==> config.mk <==
export PLATFORM = sky130hd
export DESIGN_NAME = pipe_ctrl
export DESIGN_NICKNAME = d
export VERILOG_FILES = /design/src/rtl/pipe_ctrl.sv
export SDC_FILE = /design/constraint.sdc
export NUM_CORES = 1
export LEC_CHECK = 0
export BUFFER_PORTS_ARGS = -buffer_cell sky130_fd_sc_hd__buf_4
export CORE_ASPECT_RATIO = 0.9
export CORE_MARGIN = 3
export CORE_UTILIZATION = 40
export CTS_BUF_LIST = sky130_fd_sc_hd__clkbuf_16
export DETAILED_ROUTE_END_ITERATION = 10
export PLACE_DENSITY_LB_ADDON = 0.25
export RECOVER_POWER = 50
export SYNTH_ARGS = -nofsm -noshare
export SYNTH_HDL_FRONTEND = slang
export SYNTH_SLANG_ARGS = --single-unit
==> constraint.sdc <==
create_clock -name clk_i -period 2.85 [get_ports clk_i]
set_input_delay 0.4275 -clock clk_i [delete_from_list [all_inputs] [get_ports clk_i]]
set_output_delay 0.4275 -clock clk_i [all_outputs]
set_load 0.02 [all_outputs]
==> src/rtl/pipe_ctrl.sv <==
// Pipeline hazard/stall controller: stall bus, jump flush sequencing, stall watchdog.
// Optional performance counters are built only when PIPE_CTRL_PERF_EN is defined.
module pipe_ctrl #(
  parameter int unsigned FLUSH_CYCLES = 1,
  parameter int unsigned TIMEOUT      = 1024,
  parameter int unsigned CNT_W        = 32
) (
  input  logic             clk_i,
  input  logic             rst_i,
  input  logic [4:0]       id_rs1_i,
  input  logic             id_rs1_re_i,
  input  logic [4:0]       id_rs2_i,
  input  logic             id_rs2_re_i,
  input  logic             ex_is_load_i,
  input  logic [4:0]       ex_rd_i,
  input  logic             ex_stallreq_i,
  input  logic             mem_stallreq_i,
  input  logic             jump_i,
  output logic [5:0]       stall_o,
  output logic             flush_o,
  output logic             stall_timeout_o,
  output logic [CNT_W-1:0] stall_cnt_o,
  output logic [CNT_W-1:0] bubble_cnt_o
);

  typedef enum logic [0:0] {
    ST_RUN   = 1'b0,
    ST_FLUSH = 1'b1
  } state_e;

  localparam int unsigned TW       = (TIMEOUT > 1) ? $clog2(TIMEOUT) : 1;
  localparam logic [TW-1:0] T_MAX  = TW'(TIMEOUT - 1);
  localparam logic [2:0] F_RELOAD  = 3'(FLUSH_CYCLES - 1);
  localparam logic MULTI_FLUSH     = (FLUSH_CYCLES > 1) ? 1'b1 : 1'b0;

  state_e          state_q, state_d;
  logic [2:0]      fcnt_q, fcnt_d;
  logic [TW-1:0]   tcnt_q, tcnt_d;
  logic            timeout_q, timeout_d;
  logic            load_use_s;
  logic            jump_ok_s;
  logic            flush_s;
  logic [5:0]      stall_s;

  // Hazard detection and stall/flush priority encoding
  always_comb begin
    load_use_s = ex_is_load_i && (ex_rd_i != 5'd0) &&
                 ((id_rs1_re_i && (id_rs1_i == ex_rd_i)) ||
                  (id_rs2_re_i && (id_rs2_i == ex_rd_i)));
    // a jump only leaves EXE once exe_mem is no longer held
    jump_ok_s  = jump_i && !(mem_stallreq_i || ex_stallreq_i);
    flush_s    = 1'b0;
    stall_s    = 6'b000000;
    if (rst_i) begin
      flush_s = 1'b0;
      stall_s = 6'b000000;
    end else begin
      flush_s = jump_ok_s || (state_q == ST_FLUSH);
      if (mem_stallreq_i) begin
        stall_s = 6'b011111;
      end else if (ex_stallreq_i) begin
        stall_s = 6'b001111;
      end else if (load_use_s && !flush_s) begin
        stall_s = 6'b000111;
      end else begin
        stall_s = 6'b000000;
      end
    end
  end

  assign stall_o         = stall_s;
  assign flush_o         = flush_s;
  assign stall_timeout_o = timeout_q;

  // Flush sequencer next state
  always_comb begin
    state_d = state_q;
    fcnt_d  = fcnt_q;
    case (state_q)
      ST_RUN: begin
        if (jump_ok_s && MULTI_FLUSH) begin
          state_d = ST_FLUSH;
          fcnt_d  = F_RELOAD;
        end else begin
          state_d = ST_RUN;
        end
      end
      ST_FLUSH: begin
        if (jump_ok_s) begin
          fcnt_d = F_RELOAD;
        end else if (!stall_s[1]) begin
          if (fcnt_q <= 3'd1) begin
            state_d = ST_RUN;
            fcnt_d  = 3'd0;
          end else begin
            fcnt_d = fcnt_q - 3'd1;
          end
        end else begin
          fcnt_d = fcnt_q;
        end
      end
      default: begin
        state_d = ST_RUN;
        fcnt_d  = 3'd0;
      end
    endcase
  end

  // Stall watchdog: saturating run-length counter with sticky flag
  always_comb begin
    tcnt_d    = tcnt_q;
    timeout_d = timeout_q;
    if (stall_s[0]) begin
      if (tcnt_q != T_MAX) begin
        tcnt_d = tcnt_q + TW'(1);
      end else begin
        tcnt_d    = tcnt_q;
        timeout_d = 1'b1;
      end
    end else begin
      tcnt_d = {TW{1'b0}};
    end
  end

  // Control state registers
  always_ff @(posedge clk_i) begin
    if (rst_i) begin
      state_q   <= ST_RUN;
      fcnt_q    <= 3'd0;
      tcnt_q    <= {TW{1'b0}};
      timeout_q <= 1'b0;
    end else begin
      state_q   <= state_d;
      fcnt_q    <= fcnt_d;
      tcnt_q    <= tcnt_d;
      timeout_q <= timeout_d;
    end
  end

`ifdef PIPE_CTRL_PERF_EN
  logic [CNT_W-1:0] stall_cnt_q, stall_cnt_d;
  logic [CNT_W-1:0] bubble_cnt_q, bubble_cnt_d;

  // Performance counter increments (wrap naturally)
  always_comb begin
    stall_cnt_d  = stall_cnt_q;
    bubble_cnt_d = bubble_cnt_q;
    if (stall_s[0]) begin
      stall_cnt_d = stall_cnt_q + CNT_W'(1);
    end else begin
      stall_cnt_d = stall_cnt_q;
    end
    if (stall_s == 6'b000111) begin
      bubble_cnt_d = bubble_cnt_q + CNT_W'(1);
    end else begin
      bubble_cnt_d = bubble_cnt_q;
    end
  end

  // Performance counter registers
  always_ff @(posedge clk_i) begin
    if (rst_i) begin
      stall_cnt_q  <= {CNT_W{1'b0}};
      bubble_cnt_q <= {CNT_W{1'b0}};
    end else begin
      stall_cnt_q  <= stall_cnt_d;
      bubble_cnt_q <= bubble_cnt_d;
    end
  end

  assign stall_cnt_o  = stall_cnt_q;
  assign bubble_cnt_o = bubble_cnt_q;
`else
  assign stall_cnt_o  = {CNT_W{1'b0}};
  assign bubble_cnt_o = {CNT_W{1'b0}};
`endif

endmodule

After elaboration in Yosys (flattened, before gate mapping)
Index checks and enable logic that the tools add are counted.
{ "totals": {"register_bits": 15, "input_bits": 23, "elab_cells": 41} }
{ "op_classes": {"n_addsub": 2, "n_lt_le_gt_ge": 1, "n_eq_ne": 4, "muxes": 12, "bitwise": 3, "reduce_logical": 15} }
{ "ops": {"columns": ["op", "count"], "rows": [
  ["$mux W3", 4],
  ["$add A10 B1 Y10 const B", 1],
  ["$eq A5 B5 Y1", 2],
  ["$mux W5", 2],
  ["$ne A10 B10 Y1 const B", 1],
  ["$logic_and A1 B1 Y1", 6],
  ["$reduce_bool A5 Y1", 1],
  ["$mux W1", 4],
  ["$mux W4", 1],
  ["$reduce_and A2 Y1", 2],
  ["$le A3 B1 Y1 const B", 1],
  ["$logic_or A1 B1 Y1", 3],
  ["$not A1 Y1", 3],
  ["$sub A3 B1 Y3 const B", 1],
  ["$logic_not A1 Y1", 2],
  ["$ne A2 B1 Y1 const B", 1],
  ["$pmux W1 S2", 1],
  ["$reduce_or A2 Y1", 1]
]} }

Logic depth before layout (Yosys ltp)
Gate-level depths: netlist (run 1).
{ "logic_depth": {"depth_word": 13, "depth_mapped": 6} }

Worst setup path after synthesis (run 1)
Ideal clock, no wire load.
{ "synth_timing": {"path_kind": "input port to output port", "startpoint": "input ex_rd_i[3]", "endpoint": "output stall_o[1]", "arrival_time_ns": 1.797, "path_slack_ns": 0.625, "cell_stages": 5, "path_buffers": 1, "path_cell_list": "xor2_1 > nor4_4 > a22oi_1 > o22ai_1 > buf_4"} }
{ "synth_between": {"elab_chain_cells": 9, "elab_cells_between_ends": 13, "classes_between": "2 x eq/ne; 4 x mux; 7 x reduce/logical"} }
{ "synth_rtl": {"columns": ["element", "line", "rtl"], "rows": [
  ["start, declared", "15", "input logic [4:0] ex_rd_i,"],
  ["$eq A5 B5 Y1, on equally long branches", "48, 49", null],
  ["$logic_and A1 B1 Y1, on equally long branches", "48, 49", null],
  ["$logic_or A1 B1 Y1", "48", "((id_rs1_re_i && (id_rs1_i == ex_rd_i)) ||"],
  ["$logic_and A1 B1 Y1 (*)", "47", "load_use_s = ex_is_load_i && (ex_rd_i != 5'd0) &&"],
  ["$logic_and A1 B1 Y1 (*)", "63", "end else if (load_use_s && !flush_s) begin"],
  ["$mux W3 (*)", "63", null],
  ["$mux W4 (*)", "61", "end else if (ex_stallreq_i) begin"],
  ["$mux W5 (*)", "59", "if (mem_stallreq_i) begin"],
  ["$mux W5 (*)", "54", "if (rst_i) begin"],
  ["end, declared", "19", "output logic [5:0] stall_o,"]
]} }
Mark *: on every way between the ends. The rest lies on a longest branch, timed or not.

Worst setup path in the final report (run 1)
{ "layout_timing": {"startpoint": "input mem_stallreq_i", "endpoint": "register tcnt_q[9]"} }
{ "layout_between": {"elab_chain_cells": 12} }
{ "layout_rtl": {"columns": ["element", "line", "rtl"], "rows": [
  ["start, declared", "17", "input logic mem_stallreq_i,"],
  ["$logic_or A1 B1 Y1", "51", "jump_ok_s = jump_i && !(mem_stallreq_i || ex_stallreq_i);"],
  ["$logic_not A1 Y1", "51", null],
  ["$logic_and A1 B1 Y1", "51", null],
  ["$logic_or A1 B1 Y1", "58", "flush_s = jump_ok_s || (state_q == ST_FLUSH);"],
  ["$logic_not A1 Y1", "63", null],
  ["$logic_and A1 B1 Y1", "63", null],
  ["$mux W3", "63", null],
  ["$mux W4", "61", null],
  ["$mux W5 (*)", "59", null],
  ["$mux W5 (*)", "54", null],
  ["$not A1 Y1 (no source line) (*)", null, null],
  ["$reduce_or A2 Y1 (no source line) (*)", null, null],
  ["end signal, assigned", "130", "tcnt_q <= {TW{1'b0}};"],
  ["end signal, assigned", "135", "tcnt_q <= tcnt_d;"],
  ["end, declared", "38", "logic [TW-1:0] tcnt_q, tcnt_d;"]
]} }
Marked as above.
A chain may end at the register's enable or synchronous reset.

==> results of run 1 <==
## worst max-delay path, cell delays in order
cell      delay (ps)
clkbuf_1         110
nor2_1           270
nor2_1           160
a221oi_1        1080
nor4_1           150
## cell type report
type | count | area share (%)
Clock buffer | 3 | 4.85
Clock inverter | 1 | 0.323
Inverter | 3 | 0.728
Multi-Input combinational cell | 157 | 57.6
Sequential cell | 15 | 19.4
Tap cell | 44 | 3.56
Timing Repair Buffer | 30 | 13.6
## routing by layer
| metal | GRT usage, % | wire length (um) | up-vias | part of all wire, % |
|---|---|---|---|---|
| met5 | 0 | 0 | - | 0 |
| li1 | - | - | 545 | - |
| met1 | 14.8 | 1120 | 480 | 43 |
| met3 | 2.99 | 209 | 2 | 8.0 |
| met4 | 3.11 | 12 | 0 | 0.46 |
| met2 | 17.6 | 1260 | 49 | 48 |
## final timing paths
kind,startpoint,end,depth (start not counted)
max,mem_stallreq_i,tcnt_q[9],5
min reg2reg,fcnt_q[1],fcnt_q[1],2
min,rst_i,fcnt_q[1],2
max reg2reg,tcnt_q[0],tcnt_q[5],5
## where the power goes
group,switching (W),internal (W),total (W)
registers,0.00000199,0.000212,0.000214
logic,0.000124,0.0000425,0.000166
clock network,0.0000818,0.000187,0.000269
## state kept, by name (all words and copies together) (netlist names)
signal and count:
fcnt_q 3, tcnt_q 10, state_q 1, stall_timeout_o 1
## logic make-up (layout without fill, tap and decap cells)
kind of cell	count (synthesis)	after routing	share of synthesized area, %
buffers and inverters	72	37	34.9
AND/OR/NAND/NOR	55	55	23.1
AO/OA/AOI/OAI	22	22	12.1
flip-flops	15	15	20.1
XOR/XNOR	12	12	7.02
adder cells (fa/ha/maj)	3	3	2.51
other	1	65	0.251
## per-stage QoR
stage | setup slack [ps] | util [%] | hold slack (ps) | area [um^2] | power [W]
5_1_grt | 414 | 44.5 | 441 | 1550 | 0.000684
4_1_cts | 689 | 45.6 | 436 | 1590 | 0.000663
3_5_place_dp | 697 | 43.3 | 470 | 1510 | 0.000389
3_3_place_gp | 711 | 43.3 | 469 | 1510 | 0.000389
6_report | 716 | 44.5 | 431 | 1550 | 0.000649
2_1_floorplan | 625 | - | 450 | 1740 | 0.000415
## placed cells by master, fill, tap and decap left out, drive strengths merged, types with 2 or more instances in the layout
master and instances:
a2111oi 2, nor3 6, clkbuf 7, nand3 5
ha 3, and3 4, conb 65, nand2b 2
buf 26, inv 3, a31oi 3, nor4 7
dfxtp 15, xor2 8, nor2b 3, o31ai 2
nand4 2, and2 2, a21oi 5, nor2 16
nand2 5, xnor2 4
==> flow_summary.ini, run 1 <==
[routing]
drtIter0Drc = 58
firstDrtPassIters = 4
route.detailed.drc = 0
ant_nets = 0
vias_per_cell = 4.25
wire_per_inst_um = 10.3
num_vias = 1076
drt-total-wl_um = 2600

[placed_design]
gp_congestion = 0.737
place_hpwl_um = 2130
portBuffers = 29
place_inst = 249

[grt]
grt_max_degree = 12
grt_remaining_overflow = 0
antenna_found_initial = 0
grt_util_all_layers_pct = 11.1
grt_pass1_wl_um = 4170
grt_pass1_vias = 942

[yosys]
postSynthAreaPerCell_um2 = 8.31
synth.distinct_cells = 44
synthArstFlopShare_pct = 0
syn-cell-area_um2 = 1500
ys.flop_type = dfxtp_1
ys_seq_area_share_pct = 20.1
synth.yosys.warnings = 0
yosys.area.top_type = buf_4
yosys_register_bits = 15
synthCells = 180
synthTopCellsByCount = buf_4, dfxtp_1, nor2_1
synth_edf_count = 0
yosysMostFrequentCell = buf_4
yosysTopAreaCellShare_pct = 33.6
synth_area_leaders = buf_4, dfxtp_1, xor2_1, nor2_1, nor4_4

[cts]
cts_buffers = 3
cts_root_buf = clkbuf_16
cts_max_path_buffers = 2
cts_setup_buffers = 0
cts.clk_slew.worst_paths_ps = 50
cts_tree = yes
clock_latency_ps = 240
cts_sinks = 15
cts_max_level = 1
postCtsResizedCells = 0
ctsHoldBuffers = 0

[timing]
finClkSkew_ps = 3.71
slew_violations = 0
hold_viol = 0
post-route-period-util_pct = 74.9
setup_tns_ps = 0
relSlewSlack_pct = 8.09
grt_setup_unrepaired = false
fmax_ghz = 0.469
fin_crit_ps = 2130
setup_viol = 0
worst_pin_slew_ps = 1380

[worst_setup_path]
critPathCaptureType = register
crit_fanout = 9
r2r_slack_ps = 1010
worstSetupStartpointType = primary input
critPathArrivalTime_ps = 2200
path_class = in2reg
critPathRequiredTime_ps = 2920

[final_layout]
layout.cells.non_filler = 253
synthToLayoutAreaGrowth_pct = 3.43
fin_nets = 236
regArea_um2 = 300
fill_cells = 380
diodes = 0
drive_gt1_share_pct = 19.6
multi_input_area_um2 = 891

[floorplanning]
die_w_um = 70.5
start_util_pct = 43.0
chipHeight_um = 64.0
core_area_um2 = 3480
dieArea_um2 = 4510
core.rowCount = 20
pin_count = 95

[power_and_ir_drop]
p_per_area_nw_per_um2 = 419
power.leakage_nw = 0.678
ir_drop_v = 0.000283

[run]
maxCapViolations = 0

[outcome]
status = complete, no violations

[min_path]
hold_path_class = in2reg
No activity file was read; power rests on OpenSTA's default activity.
==> run 2, diff against run 1 <==
--- a/config.mk
+++ b/config.mk
@@ -5,6 +5,7 @@
 export SDC_FILE = /design/constraint.sdc
 export NUM_CORES = 1
 export LEC_CHECK = 0
+export ABC_AREA = 1
 export BUFFER_PORTS_ARGS = -buffer_cell sky130_fd_sc_hd__buf_4
 export CORE_ASPECT_RATIO = 0.9
 export CORE_MARGIN = 3
==> constraint.sdc (replaced) <==
create_clock -name clk_i -period 2.2 [get_ports clk_i]
set_input_delay 0.33 -clock clk_i [delete_from_list [all_inputs] [get_ports clk_i]]
set_output_delay 0.33 -clock clk_i [all_outputs]
set_load 0.02 [all_outputs]
==> flow_summary.ini, run 2 <==
[outcome]
status = complete, no violations

[routing]
ant_nets = 0
drt-total-wl_um = 2680
firstDrtPassIters = 4
wire_per_inst_um = 8.92
drtIter0Drc = 55
num_vias = 1209
vias_per_cell = 4.03
route.detailed.drc = 0

[placed_design]
place_hpwl_um = 2260
dp_slack_ps = 623
portBuffers = 29
gp_congestion = 0.887

[floorplanning]
die_w_um = 71.5
core_area_um2 = 3530
pin_count = 95
dieArea_um2 = 4640
start_util_pct = 43.8
core.rowCount = 20
chipHeight_um = 64.9

[worst_setup_path]
cp_top_family = simple AND/OR/NAND/NOR gates
critPathCaptureType = primary output
crit_slowest_cell = dfxtp_1
worstReg2RegStart = tcnt_q[0]
endpoint = stall_o[1]
critPathRequiredTime_ps = 1870
crit_fanout = 7
timing.rr.end = tcnt_q[1]
max_stage_delay_ps = 350
startpoint = state_q
critPathBufInv = 2
reg2reg_depth = 9
path_class = reg2out
worstSetupStartpointType = register
crit_cells = 6
r2r_slack_ps = 580
path_cells = inv_1 -> nand4_1 -> nor2_1 -> nand2_1 -> nand2_4 -> buf_4
critPathArrivalTime_ps = 1380

[yosys]
yosys_register_bits = 15
ys_seq_area_share_pct = 19.4
yosys.area.top_type = buf_4
synthCells = 227
synthArstFlopShare_pct = 0
syn-cell-area_um2 = 1540
yosysMostFrequentCell = buf_4
synth_edf_count = 0
postSynthAreaPerCell_um2 = 6.80
synthTopCellsByCount = buf_4, nand2_1, nor2_1
ys.flop_type = dfxtp_1
synth_area_leaders = buf_4, dfxtp_1, nand2_1, nor2_1, inv_1
yosysTopAreaCellShare_pct = 32.6
synth.yosys.warnings = 0
synth.distinct_cells = 29

[cts]
cts_buffers = 3
cts_sinks = 15
cts_setup_buffers = 0
cts_root_buf = clkbuf_16
ctsHoldBuffers = 0
cts_tree = yes
cts_max_level = 1
postCtsResizedCells = 0
cts.clk_slew.worst_paths_ps = 50
cts_max_path_buffers = 2
clock_latency_ps = 240

[grt]
grt_util_all_layers_pct = 11.4
antenna_found_initial = 0
grt_max_degree = 10
grt_remaining_overflow = 0
grt_pass1_wl_um = 4300
grt_pass1_vias = 987

[min_path]
hold_path_class = in2reg

[final_layout]
fill_cells = 363
drive_gt1_share_pct = 19.5
final_common_cell = conb_1
synthToLayoutAreaGrowth_pct = 3.89
final_cell_mix = conb_1, nand2_1, buf_4
reg.largest.list = tcnt_q x10, fcnt_q x3
diodes = 0
fin_nets = 283
regMostFlops = tcnt_q
largest_register_ffs = 10

[power_and_ir_drop]
power_frac_seq_pct = 33.6
power.leakage_nw = 0.906
comb_power_share_pct = 25.1
p_per_area_nw_per_um2 = 518
pwr-share-clk_pct = 41.2
ir_drop_v = 0.000295
p_sw_share_pct = 31.8
netSwitchingPower_w = 0.000265
internal_power_w = 0.000567

[run]
maxCapViolations = 0

[timing]
setup_tns_ps = 0
post-route-period-util_pct = 77.6
fin_crit_ps = 1710
grt_setup_unrepaired = false
hold_viol = 0
slew_violations = 0
setup_viol = 0
fin_ws_ps = 494
fmax_ghz = 0.586
finClkSkew_ps = 2.82
==> run 2: changes by cell type in the layout (fill, tap and decap cells not counted), moves of 6 or more <==
cell | before | now
inv_2 | 0 | 9
nand2_1 | 5 | 41
xor2_1 | 8 | 2
inv_1 | 3 | 20
a21oi_1 | 5 | 13
==> run 2: worst min-delay path by stage <==
stage	start	to	slack [ps]	cells after the start
after CTS	rst_i	fcnt_q[1]	320	2
final	rst_i	fcnt_q[1]	320	2
after global routing	rst_i	fcnt_q[1]	330	2
after global placement	fcnt_q[1]	fcnt_q[1]	450	2
after floorplan	fcnt_q[1]	fcnt_q[1]	440	2
after detailed placement	fcnt_q[1]	fcnt_q[1]	460	2
==> run 2: power by group through the flow <==
stage	Clock, W	Sequential [W]	Combinational, W
6_report	0.000343	0.000280	0.000209
5_1_grt	0.000368	0.000280	0.000229
4_1_cts	0.000355	0.000279	0.000208
3_5_place_dp	0	0.000285	0.000208
3_3_place_gp	0	0.000285	0.000207
2_1_floorplan	0	0.000284	0.000247
==> run 2: logic make-up after synthesis <==
group / synth area share (%)
flops: 19.4
other cells: 0.243
compound gates: 6.56
fa+ha+maj: 2.43
xor+xnor: 2.84
buf+inv: 40.6
simple gates: 27.9
==> run 2: metal layers <==
layer	wire length [um]	vias to the layer above	global-route usage (%)
met2	1270	59	20.3
met1	1110	522	13.9
met4	23	0	2.82
met5	0	-	0
met3	269	2	2.33
li1	-	626	-
==> run 2: cell type report <==
cell class,count,area [um^2],area share [%]
inverter,31,119,7.41
clock buffer,3,75.1,4.68
tap,44,55.1,3.43
sequential,15,300,18.7
timing repair buffer,29,203,12.6
clock inverter,1,3.75,0.234
multi-input combinational,177,848,52.9
==> run 2: per-stage QoR <==
step	hold slack, ps	util [%]	std cells	instance area (um^2)	power [W]
floorplan	440	-	291	1780	0.000531
CTS	316	46.1	300	1630	0.000843
global route	333	45.5	300	1600	0.000877
global placement	453	43.9	296	1550	0.000492
finish	322	45.5	300	1600	0.000832
detailed placement	464	43.9	296	1550	0.000493
